==> src/rtl/alu_issue_scoreboard_if.sv <==
// Issue-side handshake bundle between the decoder and the arithmetic-unit scoreboard.
// The decoder drives the instruction fields; the scoreboard answers with in_ready.
interface alu_issue_scoreboard_if;
  logic        in_valid;
  logic        in_ready;
  logic [2:0]  in_opcode;
  logic [4:0]  in_dst;
  logic [4:0]  in_src1;
  logic [4:0]  in_src2;
  logic [31:0] in_a;
  logic [31:0] in_b;

  modport master (
    output in_valid, in_opcode, in_dst, in_src1, in_src2, in_a, in_b,
    input  in_ready
  );

  modport slave (
    input  in_valid, in_opcode, in_dst, in_src1, in_src2, in_a, in_b,
    output in_ready
  );
endinterface

==> src/rtl/alu_issue_scoreboard.sv <==
// Issue front end for the pipelined arithmetic unit: hazard/slot checks, operand launch,
// and a latency-indexed reservation shift register that produces one writeback per cycle.
module alu_issue_scoreboard #(
  parameter int LAT_ADD  = 27,
  parameter int LAT_MUL  = 13,
  parameter int LAT_FADD = 2,
  parameter int LAT_FMUL = 6,
  parameter int MAXLAT   = 32
) (
  input  logic                        clk,
  input  logic                        reset,
  alu_issue_scoreboard_if.slave       in_if,
  output logic [31:0]                 alu_a,
  output logic [31:0]                 alu_b,
  output logic [2:0]                  alu_opcode,
  output logic                        alu_issue,
  output logic                        wb_valid,
  output logic [4:0]                  wb_dst,
  output logic [2:0]                  wb_opcode,
  output logic                        illegal,
  output logic [5:0]                  pending_count
);

  localparam int         LW         = $clog2(MAXLAT);
  localparam logic [2:0] OP_ILLEGAL = 3'b110;

  function automatic logic [LW-1:0] lat_of(input logic [2:0] op);
    logic [LW-1:0] lat;
    case (op)
      3'b000, 3'b001, 3'b010, 3'b011: lat = LW'(LAT_ADD);
      3'b100:                         lat = LW'(LAT_MUL);
      3'b101:                         lat = LW'(LAT_FADD);
      3'b111:                         lat = LW'(LAT_FMUL);
      default:                        lat = LW'(1);
    endcase
    return lat;
  endfunction

  // res_v_r[i] set means some operation retires i+1 edges from now
  logic [MAXLAT-1:0] res_v_r;
  logic [4:0]        res_dst_r [MAXLAT];
  logic [2:0]        res_op_r  [MAXLAT];
  logic [31:0]       busy_r;

  logic [31:0]       alu_a_r;
  logic [31:0]       alu_b_r;
  logic [2:0]        alu_opcode_r;
  logic              alu_issue_r;
  logic              wb_valid_r;
  logic [4:0]        wb_dst_r;
  logic [2:0]        wb_opcode_r;
  logic              illegal_r;
  logic [5:0]        pending_r;

  logic [LW-1:0]     lat_s;
  logic [LW-1:0]     slot_s;
  logic              reg_hazard_s;
  logic              wb_hit_s;
  logic              ready_s;
  logic              accept_s;
  logic              issue_s;
  logic              illegal_s;
  logic [5:0]        pending_next_s;

  // Issue decision: register hazards, no-bypass on the retiring tag, and retirement-slot collision
  always_comb begin
    lat_s        = lat_of(in_if.in_opcode);
    slot_s       = lat_s - LW'(1);
    reg_hazard_s = busy_r[in_if.in_dst] | busy_r[in_if.in_src1] | busy_r[in_if.in_src2];
    wb_hit_s     = wb_valid_r && ((wb_dst_r == in_if.in_dst) ||
                                  (wb_dst_r == in_if.in_src1) ||
                                  (wb_dst_r == in_if.in_src2));
    if (in_if.in_opcode == OP_ILLEGAL) begin
      ready_s = 1'b1;
    end else begin
      ready_s = !reg_hazard_s && !wb_hit_s && !res_v_r[lat_s];
    end
    accept_s  = in_if.in_valid && ready_s;
    issue_s   = accept_s && (in_if.in_opcode != OP_ILLEGAL);
    illegal_s = accept_s && (in_if.in_opcode == OP_ILLEGAL);
  end

  assign in_if.in_ready = ready_s;

  // In-flight count: the retirement edge is the one where res[0] moves into writeback
  always_comb begin
    case ({issue_s, res_v_r[0]})
      2'b10:   pending_next_s = pending_r + 6'd1;
      2'b01:   pending_next_s = pending_r - 6'd1;
      default: pending_next_s = pending_r;
    endcase
  end

  // Reservation shift register; a new issue lands in the slot its latency selects
  always_ff @(posedge clk or posedge reset) begin
    if (reset) begin
      res_v_r <= '0;
      for (int i = 0; i < MAXLAT; i++) begin
        res_dst_r[i] <= 5'd0;
        res_op_r[i]  <= 3'd0;
      end
    end else begin
      res_v_r <= {1'b0, res_v_r[MAXLAT-1:1]};
      for (int i = 0; i < MAXLAT - 1; i++) begin
        res_dst_r[i] <= res_dst_r[i+1];
        res_op_r[i]  <= res_op_r[i+1];
      end
      res_dst_r[MAXLAT-1] <= 5'd0;
      res_op_r[MAXLAT-1]  <= 3'd0;
      if (issue_s) begin
        res_v_r[slot_s]   <= 1'b1;
        res_dst_r[slot_s] <= in_if.in_dst;
        res_op_r[slot_s]  <= in_if.in_opcode;
      end
    end
  end

  // Busy bits: the retiring tag can never equal a newly issued dst, so set/clear never collide
  always_ff @(posedge clk or posedge reset) begin
    if (reset) begin
      busy_r <= 32'd0;
    end else begin
      if (res_v_r[0]) begin
        busy_r[res_dst_r[0]] <= 1'b0;
      end
      if (issue_s) begin
        busy_r[in_if.in_dst] <= 1'b1;
      end
    end
  end

  // Operand launch to the arithmetic unit; operands hold when nothing issues
  always_ff @(posedge clk or posedge reset) begin
    if (reset) begin
      alu_a_r      <= 32'd0;
      alu_b_r      <= 32'd0;
      alu_opcode_r <= 3'd0;
      alu_issue_r  <= 1'b0;
      illegal_r    <= 1'b0;
    end else begin
      alu_issue_r <= issue_s;
      illegal_r   <= illegal_s;
      if (issue_s) begin
        alu_a_r      <= in_if.in_a;
        alu_b_r      <= in_if.in_b;
        alu_opcode_r <= in_if.in_opcode;
      end
    end
  end

  // Writeback strobe and in-flight counter
  always_ff @(posedge clk or posedge reset) begin
    if (reset) begin
      wb_valid_r  <= 1'b0;
      wb_dst_r    <= 5'd0;
      wb_opcode_r <= 3'd0;
      pending_r   <= 6'd0;
    end else begin
      wb_valid_r  <= res_v_r[0];
      wb_dst_r    <= res_dst_r[0];
      wb_opcode_r <= res_op_r[0];
      pending_r   <= pending_next_s;
    end
  end

  assign alu_a         = alu_a_r;
  assign alu_b         = alu_b_r;
  assign alu_opcode    = alu_opcode_r;
  assign alu_issue     = alu_issue_r;
  assign wb_valid      = wb_valid_r;
  assign wb_dst        = wb_dst_r;
  assign wb_opcode     = wb_opcode_r;
  assign illegal       = illegal_r;
  assign pending_count = pending_r;

endmodule

==> src/flat_wrapper.sv <==
// flat-port wrapper written by rule: the top's interface ports become plain ports
module alu_issue_scoreboard_flat 
#(
  parameter int LAT_ADD  = 27,
  parameter int LAT_MUL  = 13,
  parameter int LAT_FADD = 2,
  parameter int LAT_FMUL = 6,
  parameter int MAXLAT   = 32
)
  (clk, reset, alu_a, alu_b, alu_opcode, alu_issue, wb_valid, wb_dst, wb_opcode, illegal, pending_count, in_if_in_valid, in_if_in_opcode, in_if_in_dst, in_if_in_src1, in_if_in_src2, in_if_in_a, in_if_in_b, in_if_in_ready);
  alu_issue_scoreboard_if in_if_i ();
  input  logic clk;
  input  logic reset;
  output logic [31:0] alu_a;
  output logic [31:0] alu_b;
  output logic [2:0] alu_opcode;
  output logic alu_issue;
  output logic wb_valid;
  output logic [4:0] wb_dst;
  output logic [2:0] wb_opcode;
  output logic illegal;
  output logic [5:0] pending_count;
  input wire logic [$bits(in_if_i.in_valid)-1:0] in_if_in_valid;
  input wire logic [$bits(in_if_i.in_opcode)-1:0] in_if_in_opcode;
  input wire logic [$bits(in_if_i.in_dst)-1:0] in_if_in_dst;
  input wire logic [$bits(in_if_i.in_src1)-1:0] in_if_in_src1;
  input wire logic [$bits(in_if_i.in_src2)-1:0] in_if_in_src2;
  input wire logic [$bits(in_if_i.in_a)-1:0] in_if_in_a;
  input wire logic [$bits(in_if_i.in_b)-1:0] in_if_in_b;
  output wire logic [$bits(in_if_i.in_ready)-1:0] in_if_in_ready;
  assign in_if_i.in_valid = in_if_in_valid;
  assign in_if_i.in_opcode = in_if_in_opcode;
  assign in_if_i.in_dst = in_if_in_dst;
  assign in_if_i.in_src1 = in_if_in_src1;
  assign in_if_i.in_src2 = in_if_in_src2;
  assign in_if_i.in_a = in_if_in_a;
  assign in_if_i.in_b = in_if_in_b;
  assign in_if_in_ready = in_if_i.in_ready;
  alu_issue_scoreboard #(.LAT_ADD(LAT_ADD), .LAT_MUL(LAT_MUL), .LAT_FADD(LAT_FADD), .LAT_FMUL(LAT_FMUL), .MAXLAT(MAXLAT)) u_core (.clk(clk), .reset(reset), .in_if(in_if_i), .alu_a(alu_a), .alu_b(alu_b), .alu_opcode(alu_opcode), .alu_issue(alu_issue), .wb_valid(wb_valid), .wb_dst(wb_dst), .wb_opcode(wb_opcode), .illegal(illegal), .pending_count(pending_count));
endmodule
==> config.mk <==
export PLATFORM = sky130hd
export DESIGN_NAME = alu_issue_scoreboard_flat
export DESIGN_NICKNAME = d
export VERILOG_FILES = /design/src/rtl/alu_issue_scoreboard_if.sv /design/src/rtl/alu_issue_scoreboard.sv /design/src/flat_wrapper.sv
export SDC_FILE = /design/constraint.sdc
export NUM_CORES = 1
export LEC_CHECK = 0
export ABC_CLOCK_PERIOD_IN_PS = 33500
export CORE_MARGIN = 10
export CORE_UTILIZATION = 50
export CTS_BUF_LIST = sky130_fd_sc_hd__clkbuf_4 sky130_fd_sc_hd__clkbuf_8
export DETAILED_ROUTE_END_ITERATION = 12
export GPL_TIMING_DRIVEN = 0
export HOLD_SLACK_MARGIN = 0.1
export PLACE_DENSITY = 0.83
export SLEW_MARGIN = 20
export SYNTH_ARGS = -nofsm -noshare
export SYNTH_HDL_FRONTEND = slang
export SYNTH_SLANG_ARGS = --single-unit
==> constraint.sdc <==
create_clock -name clk -period 33.5 [get_ports clk]
set_input_delay 6.7 -clock clk [delete_from_list [all_inputs] [get_ports clk]]
set_output_delay 6.7 -clock clk [all_outputs]
set_load 0.1 [all_outputs]
; Word-level counts from Yosys, hierarchy flattened
; Cells that the tools add are included.
[word_totals]
wordCells = 155
regBits = 404
[op_classes]
n_reduce_logical = 18
n_eq_ne = 13
n_bitwise = 7
magnitude_cmp = 11
muxes = 28
add_sub_neg = 3
[op_table]
columns = op, count
row1 = bitwise mux 160 bit, 1
row2 = 2-to-1 mux 160 bit, 1
row3 = bitwise mux 96 bit, 1
row4 = 2-to-1 mux 32 bit, 3
row5 = 2-to-1 mux 96 bit, 1
row6 = less-than comparator 5 x 6 -> 1 bit (second input constant), 6
row7 = bitwise AND 32 bit, 1
row8 = NOT 32 bit, 1
row9 = bitwise OR 31 x 32 -> 32 bit, 1
row10 = bitwise OR 32 bit, 1
row11 = demux 5 bit (select 5 bit), 1
row12 = binary-select mux 1 bit (select 5 bit), 4
row13 = one-hot mux 5 bit (4 select lines), 1
row14 = demux 1 bit (select 5 bit), 3
row15 = demux 3 bit (select 5 bit), 1
row16 = == test 5 bit, 3
row17 = greater-or-equal comparator 5 x 1 -> 1 bit (second input constant), 3
row18 = == test 3 bit (second input constant), 4
row19 = one-hot mux 6 bit (2 select lines), 1
row20 = logical AND 1 bit, 10
row21 = 2-to-1 mux 1 bit, 8
row22 = adder 6 x 1 -> 6 bit (second input constant), 1
row23 = == test 3 x 2 -> 1 bit (second input constant), 2
row24 = greater-or-equal comparator 6 bit (second input constant), 1
row25 = other kinds (16), 20

; Logic depth before layout (Yosys ltp)
; Gate-level depths: netlist of the first run.
[depth]
word_depth = 12
depth_mapped = 20
depth_no_buf = 15

; Least setup slack after synthesis of the first run
; OpenSTA, ideal clock, no wires.
[synth_timing]
path_kind = input port to output port
startpoint = input port in_if_in_src2[0]
endpoint = output port in_if_in_ready
arrival_ns = 9.083
stages = 6
slack_ns = 17.717
required_time_ns = 26.800
path_cell_list = buf_6 -> mux4_1 -> mux4_2 -> a221oi_2 -> nand4_4 -> nand2_1
[synth_via]
elab_chain_cells = 7
[synth_lines]
columns = element, line
row1 = "start, declared", flat_wrapper.sv:27  ; input wire logic [$bits(in_if_i.in_src2)-1:0] in_if_in_src2;
row2 = binary-select mux 1 bit (select 5 bit) / == test 5 bit (equally long branches), "alu_issue_scoreboard.sv:69, alu_issue_scoreboard.sv:72"
row3 = 2-to-1 mux 1 bit (implied by the code) / logical OR 1 bit (equally long branches), "alu_issue_scoreboard.sv:69, alu_issue_scoreboard.sv:71"
row4 = bitwise OR 1 bit / logical AND 1 bit (equally long branches), "alu_issue_scoreboard.sv:69, alu_issue_scoreboard.sv:70"
row5 = logical NOT 1 bit, alu_issue_scoreboard.sv:76  ; ready_s = !reg_hazard_s && !wb_hit_s && !res_v_r[lat_s];
row6 = logical AND 1 bit (*) (2 in a row), alu_issue_scoreboard.sv:76
row7 = 2-to-1 mux 1 bit (*), alu_issue_scoreboard.sv:73  ; if (in_if.in_opcode == OP_ILLEGAL) begin
row8 = "end, declared", flat_wrapper.sv:30  ; output wire logic [$bits(in_if_i.in_ready)-1:0] in_if_in_ready;
; Mark *: on every way between the ends. The rest lies on a longest branch, timed or not. The select of a mux whose other input is x is not followed.

; Worst setup path in the final report of the first run
[layout_timing]
startpoint = input port in_if_in_opcode[0]
endpoint = output port in_if_in_ready
[layout_via]
elab_chain_cells = 8
[layout_lines]
columns = element, line
row1 = "start, declared", flat_wrapper.sv:24  ; input wire logic [$bits(in_if_i.in_opcode)-1:0] in_if_in_opcode;
row2 = "== test 3 x 1 -> 1 bit, or another cell as far along", alu_issue_scoreboard.sv:29  ; case (op)
row3 = OR reduction 4 bit, alu_issue_scoreboard.sv:29
row4 = one-hot mux 5 bit (4 select lines), alu_issue_scoreboard.sv:29
row5 = binary-select mux 1 bit (select 5 bit), alu_issue_scoreboard.sv:76
row6 = 2-to-1 mux 1 bit (implied by the code), alu_issue_scoreboard.sv:76
row7 = logical NOT 1 bit, alu_issue_scoreboard.sv:76
row8 = logical AND 1 bit, alu_issue_scoreboard.sv:76
row9 = 2-to-1 mux 1 bit (*), alu_issue_scoreboard.sv:73
; Marks and branches as above.

==> results of run 1 <==
[metal layers]
layer	GRT usage, %	routed length [um]	vias up
met2	30.2	16000	265
li1	-	-	3652
met3	4.23	1880	72
met4	6.50	823	0
met5	0	0	-
met1	18.1	10600	4184
[how the worst min path moves through the flow]
stage | startpoint | end | slack, ns | cells past startpoint
after floorplan | u_core.res_op_r[93] | u_core.wb_opcode[0] | 0.33 | 0
after global placement | u_core.res_op_r[95] | u_core.wb_opcode[2] | 0.33 | 0
after detailed placement | u_core.res_op_r[94] | u_core.wb_opcode[1] | 0.34 | 0
after CTS | u_core.res_op_r[94] | u_core.wb_opcode[1] | 0.35 | 0
after global routing | u_core.res_op_r[93] | u_core.wb_opcode[0] | 0.36 | 0
final | u_core.res_op_r[95] | u_core.wb_opcode[2] | 0.35 | 0
[report_power, final]
part / switching (uW) / total [uW] / internal (uW) / leakage, uW
clock network: 177 / 402 / 225 / 0.000665
logic: 229 / 320 / 90.8 / 0.00214
registers: 27.9 / 563 / 535 / 0.00476
[critical path: cells and delay by family]
kind                   cells  cell delay, ns
AOI/OAI and AO/OA          1            0.16
buffers and inverters      2            1.91
and+or+nand+nor            3            0.83
muxes                      2            0.94
[final cells by class]
type / instances / area (um^2)
clock inverters: 12 / 100
well taps: 378 / 473
plain buffers: 275 / 1070
repair buffers: 167 / 1740
fillers: 2041 / 10200
inverters: 9 / 41.3
multi-input cells: 331 / 3030
clock buffers: 92 / 1150
flip-flops and latches: 404 / 10100
diodes: 1 / 2.50
[cells by family after synthesis]
| kind of cell | synth area share (%) |
|---|---|
| other cells | 0.0264 |
| buf+inv | 7.75 |
| simple gates | 3.59 |
| mux | 11.5 |
| flops | 71.2 |
| fa+ha+maj | 0.264 |
| compound gates | 4.29 |
| xor+xnor | 1.42 |
[per-stage QoR]
| step | hold slack (ns) | util, % |
|---|---|---|
| 3_3_place_gp | 0.333 | 58.5 |
| 6_report | 0.349 | 63.4 |
| 5_1_grt | 0.363 | 63.4 |
| 4_1_cts | 0.351 | 63.4 |
| 2_1_floorplan | 0.331 | - |
| 3_5_place_dp | 0.338 | 58.9 |
[flip-flops by register name, summed over array words and instances (netlist names)]
name	count
u_core.alu_issue	1
u_core.alu_opcode	3
u_core.res_v_r	32
u_core.illegal	1
u_core.res_op_r	96
u_core.pending_count	6
u_core.wb_opcode	3
u_core.wb_valid	1
u_core.res_dst_r	160
u_core.wb_dst	5
u_core.alu_a	32
u_core.busy_r	32
u_core.alu_b	32
[layout by cell type (no fill, tap or decap), types with 3 or more instances in the layout]
| cell type | Yosys | routed |
|---|---|---|
| sky130_fd_sc_hd__nor3_1 | 5 | 5 |
| sky130_fd_sc_hd__dfrtp_1 | 404 | 404 |
| sky130_fd_sc_hd__mux2_2 | 90 | 90 |
| sky130_fd_sc_hd__clkbuf_4 | 0 | 19 |
| sky130_fd_sc_hd__a22oi_1 | 3 | 3 |
| sky130_fd_sc_hd__nand3b_1 | 8 | 8 |
| sky130_fd_sc_hd__mux4_1 | 3 | 3 |
| sky130_fd_sc_hd__nor2_1 | 8 | 8 |
| sky130_fd_sc_hd__buf_2 | 10 | 10 |
| sky130_fd_sc_hd__mux2i_1 | 18 | 18 |
| sky130_fd_sc_hd__a21oi_1 | 5 | 5 |
| sky130_fd_sc_hd__nand2b_1 | 6 | 6 |
| sky130_fd_sc_hd__conb_1 | 1 | 9 |
| sky130_fd_sc_hd__o31ai_1 | 33 | 33 |
| sky130_fd_sc_hd__inv_1 | 8 | 7 |
| sky130_fd_sc_hd__nand2_1 | 7 | 7 |
| sky130_fd_sc_hd__xor2_1 | 10 | 10 |
| sky130_fd_sc_hd__nor2b_1 | 4 | 4 |
| sky130_fd_sc_hd__clkbuf_8 | 0 | 73 |
| sky130_fd_sc_hd__clkinv_2 | 0 | 7 |
| sky130_fd_sc_hd__or3b_2 | 7 | 7 |
| sky130_fd_sc_hd__o211ai_1 | 3 | 3 |
| sky130_fd_sc_hd__clkbuf_1 | 258 | 258 |
| sky130_fd_sc_hd__buf_6 | 3 | 3 |
| sky130_fd_sc_hd__o22ai_1 | 5 | 5 |
| sky130_fd_sc_hd__mux4_2 | 16 | 16 |
| sky130_fd_sc_hd__ha_1 | 3 | 3 |
| sky130_fd_sc_hd__or2_2 | 11 | 11 |
| sky130_fd_sc_hd__o21ai_0 | 34 | 34 |
| sky130_fd_sc_hd__buf_16 | 0 | 4 |
| sky130_fd_sc_hd__nand3_1 | 7 | 7 |
| sky130_fd_sc_hd__or3_1 | 3 | 3 |
| sky130_fd_sc_hd__clkdlybuf4s50_1 | 0 | 163 |
| sky130_fd_sc_hd__buf_1 | 4 | 4 |
| sky130_fd_sc_hd__xnor2_1 | 13 | 13 |
[synth_stat cells, drive strengths merged, types with 8 or more instances]
library cell / instances / share of area, %
mux2i: 18 / 1.3
mux2: 90 / 7.1
nand3b: 8 / 0.42
xor2: 10 / 0.62
xnor2: 13 / 0.80
dfrtp: 404 / 71
nor2: 9 / 0.29
inv: 9 / 0.24
clkbuf: 258 / 6.8
o21ai: 34 / 1.2
mux4: 19 / 3.1
or2: 11 / 0.48
o31ai: 33 / 1.7
nor3: 8 / 0.43
buf: 17 / 0.70
==> qor.tcl, run 1 <==
set qor(timing.final.hold_violations) 0
set qor(worst_r2r_endpoint) {u_core.pending_count[4]}
set qor(core_region_area_mm2) 0.0279
set qor(worst_ir_drop_vdd_v) 0.0000396
set qor(postPlaceCellArea_mm2) 0.0165
set qor(status) {finished, final reports clean}
set qor(layout-drive-gt1-share_pct) 19.7
set qor(post_synth_instance_area_mm2) 0.0142
set qor(postCtsHoldBufs) 0
set qor(via_count) 8173
set qor(critPathSlowestCell) {sky130_fd_sc_hd__clkdlybuf4s50_1}
set qor(grt_antenna_before_repair) 2
set qor(time_the_worst_path_needs_with_i_o_delays_and_setup_ns) 17.25
set qor(critical_path.startpoint) {in_if_in_opcode[0]}
set qor(detail_route.wl_per_cell_um) 17.5
set qor(ys_dominant_reg_cell) {sky130_fd_sc_hd__dfrtp_1}
set qor(path_common_cell) {sky130_fd_sc_hd__clkdlybuf4s50_1}
set qor(critical_path.endpoint) {in_if_in_ready}
set qor(cts_tree) {done}
set qor(placementRows) 61
set qor(hold_class) {reg -> reg}
set qor(clock_tree.root_cell) {sky130_fd_sc_hd__clkbuf_8}
set qor(total_power_uw) 1290
set qor(io_pins) 170
set qor(slew_limit_headroom_pct) 28.5
set qor(postSynthRegisterBits) 404
set qor(die-height_um) 189
set qor(clkSinkCount) 404
set qor(routed_via_density) 4.90
set qor(fin_cells) 1669
set qor(rsz0062_at_grt) {no}
set qor(finalClockSkew_ns) 0.0187
set qor(grt.overflow.total) 0
set qor(insertion_delay_ns) 0.60
set qor(fmaxAchievable_mhz) 58.0
set qor(post_synthesis_mean_instance_area_um2) 14.1
set qor(r2r_setup_slack_ns) 29.06
set qor(final_area_mm2) 0.0177
set qor(layout-area-overhead-vs-synth_pct) 24.7
set qor(routabilityCongestion) 0.922
set qor(synthesis.yosys.warnings) 0
set qor(final_hpwl_from_detailed_placement_mm) 19.8
set qor(postLayoutSetupSlackWorst_ns) 16.25
set qor(path_max_fanout) 7
set qor(ctsResizeCount) 0
set qor(pin_count_of_the_biggest_net_entering_global_routing) 110
set qor(rr_startpoint) {u_core.busy_r[31]}
set qor(drt.antenna.violating_nets) 0
set qor(finalCritPeriodShare_pct) 51.5
set qor(clk_path_buf_depth) 3
set qor(tightestPinTransition_ns) 1.07
set qor(drt_iter0_drc) 539
set qor(fin_setup_tns_ns) 0
set qor(path_class) {in -> out}
set qor(drt_pass1_iterations) 5
set qor(first_global_vias) 8914
set qor(drc) 0
set qor(powerDensity_mw_per_mm2) 72.6
set qor(cell_count_after_synthesis) 1011
set qor(slew_violations) 0
set qor(cts.clk_slew.worst_paths_ns) 0.06
set qor(place_inst) 1564
set qor(synth-seq-area-share_pct) 71.2
set qor(io_buffer_count) 163
set qor(worst_ep_required_time_ns) 26.80
set qor(end_kind) {primary output}
set qor(setup_viol) 0
set qor(synth_cell_type_count) 49
set qor(gr-usage-all-layers_pct) 16.6
set qor(timing.critical_path.arrival_ns) 10.55
set qor(first_pass_grt_wire_length_mm) 47.2
set qor(critical_path.cell_chain) {clkdlybuf4s50_1 -> mux4_2 -> mux2i_1 -> o211ai_1 -> and4b_1 -> nand4_4 -> nand2_1 -> clkdlybuf4s50_1}
set qor(cts_post_setup_buffers_inserted) 0
set qor(dieWidth_um) 189
set qor(cts.htree.levels) 2
set qor(die-area_mm2) 0.0356
set qor(critPathMaxStageDelay_ns) 1.16
set qor(synth-edff-count) 0
set qor(cts-buffers-inserted) 60
set qor(nets) 1336
set qor(max-cap-violations) 0
set qor(pre_cts_slack_ns) 16.25
set qor(start_util_pct) 50.9
set qor(drt_wirelength_mm) 29.3
set qor(synthArstFlopShare_pct) 100
set qor(reg2regPathDepth) 16
set qor(power.static_leakage_uw) 0.00757
set qor(cp-start-kind) {input port}
No activity file was read; power rests on OpenSTA's default activity.
==> inputs of run 2 (changes only) <==
ABC_CLOCK_PERIOD_IN_PS = 16420   (was 33500)
clock period = 16.42 ns   (was 33.5 ns; I/O delays follow)
==> results of run 2 <==
The final DEF is identical to that of run 1. Status: finished, final reports clean.
Main changes from that run: setup slack after placement 16.25 ns -> 6.00 ns; setup slack after layout 16.25 ns -> 6.00 ns; register-to-register setup slack 29.06 ns -> 11.98 ns; total power 1290 uW -> 2620 uW; worst IR drop on VDD 0.0000396 V -> 0.0000807 V
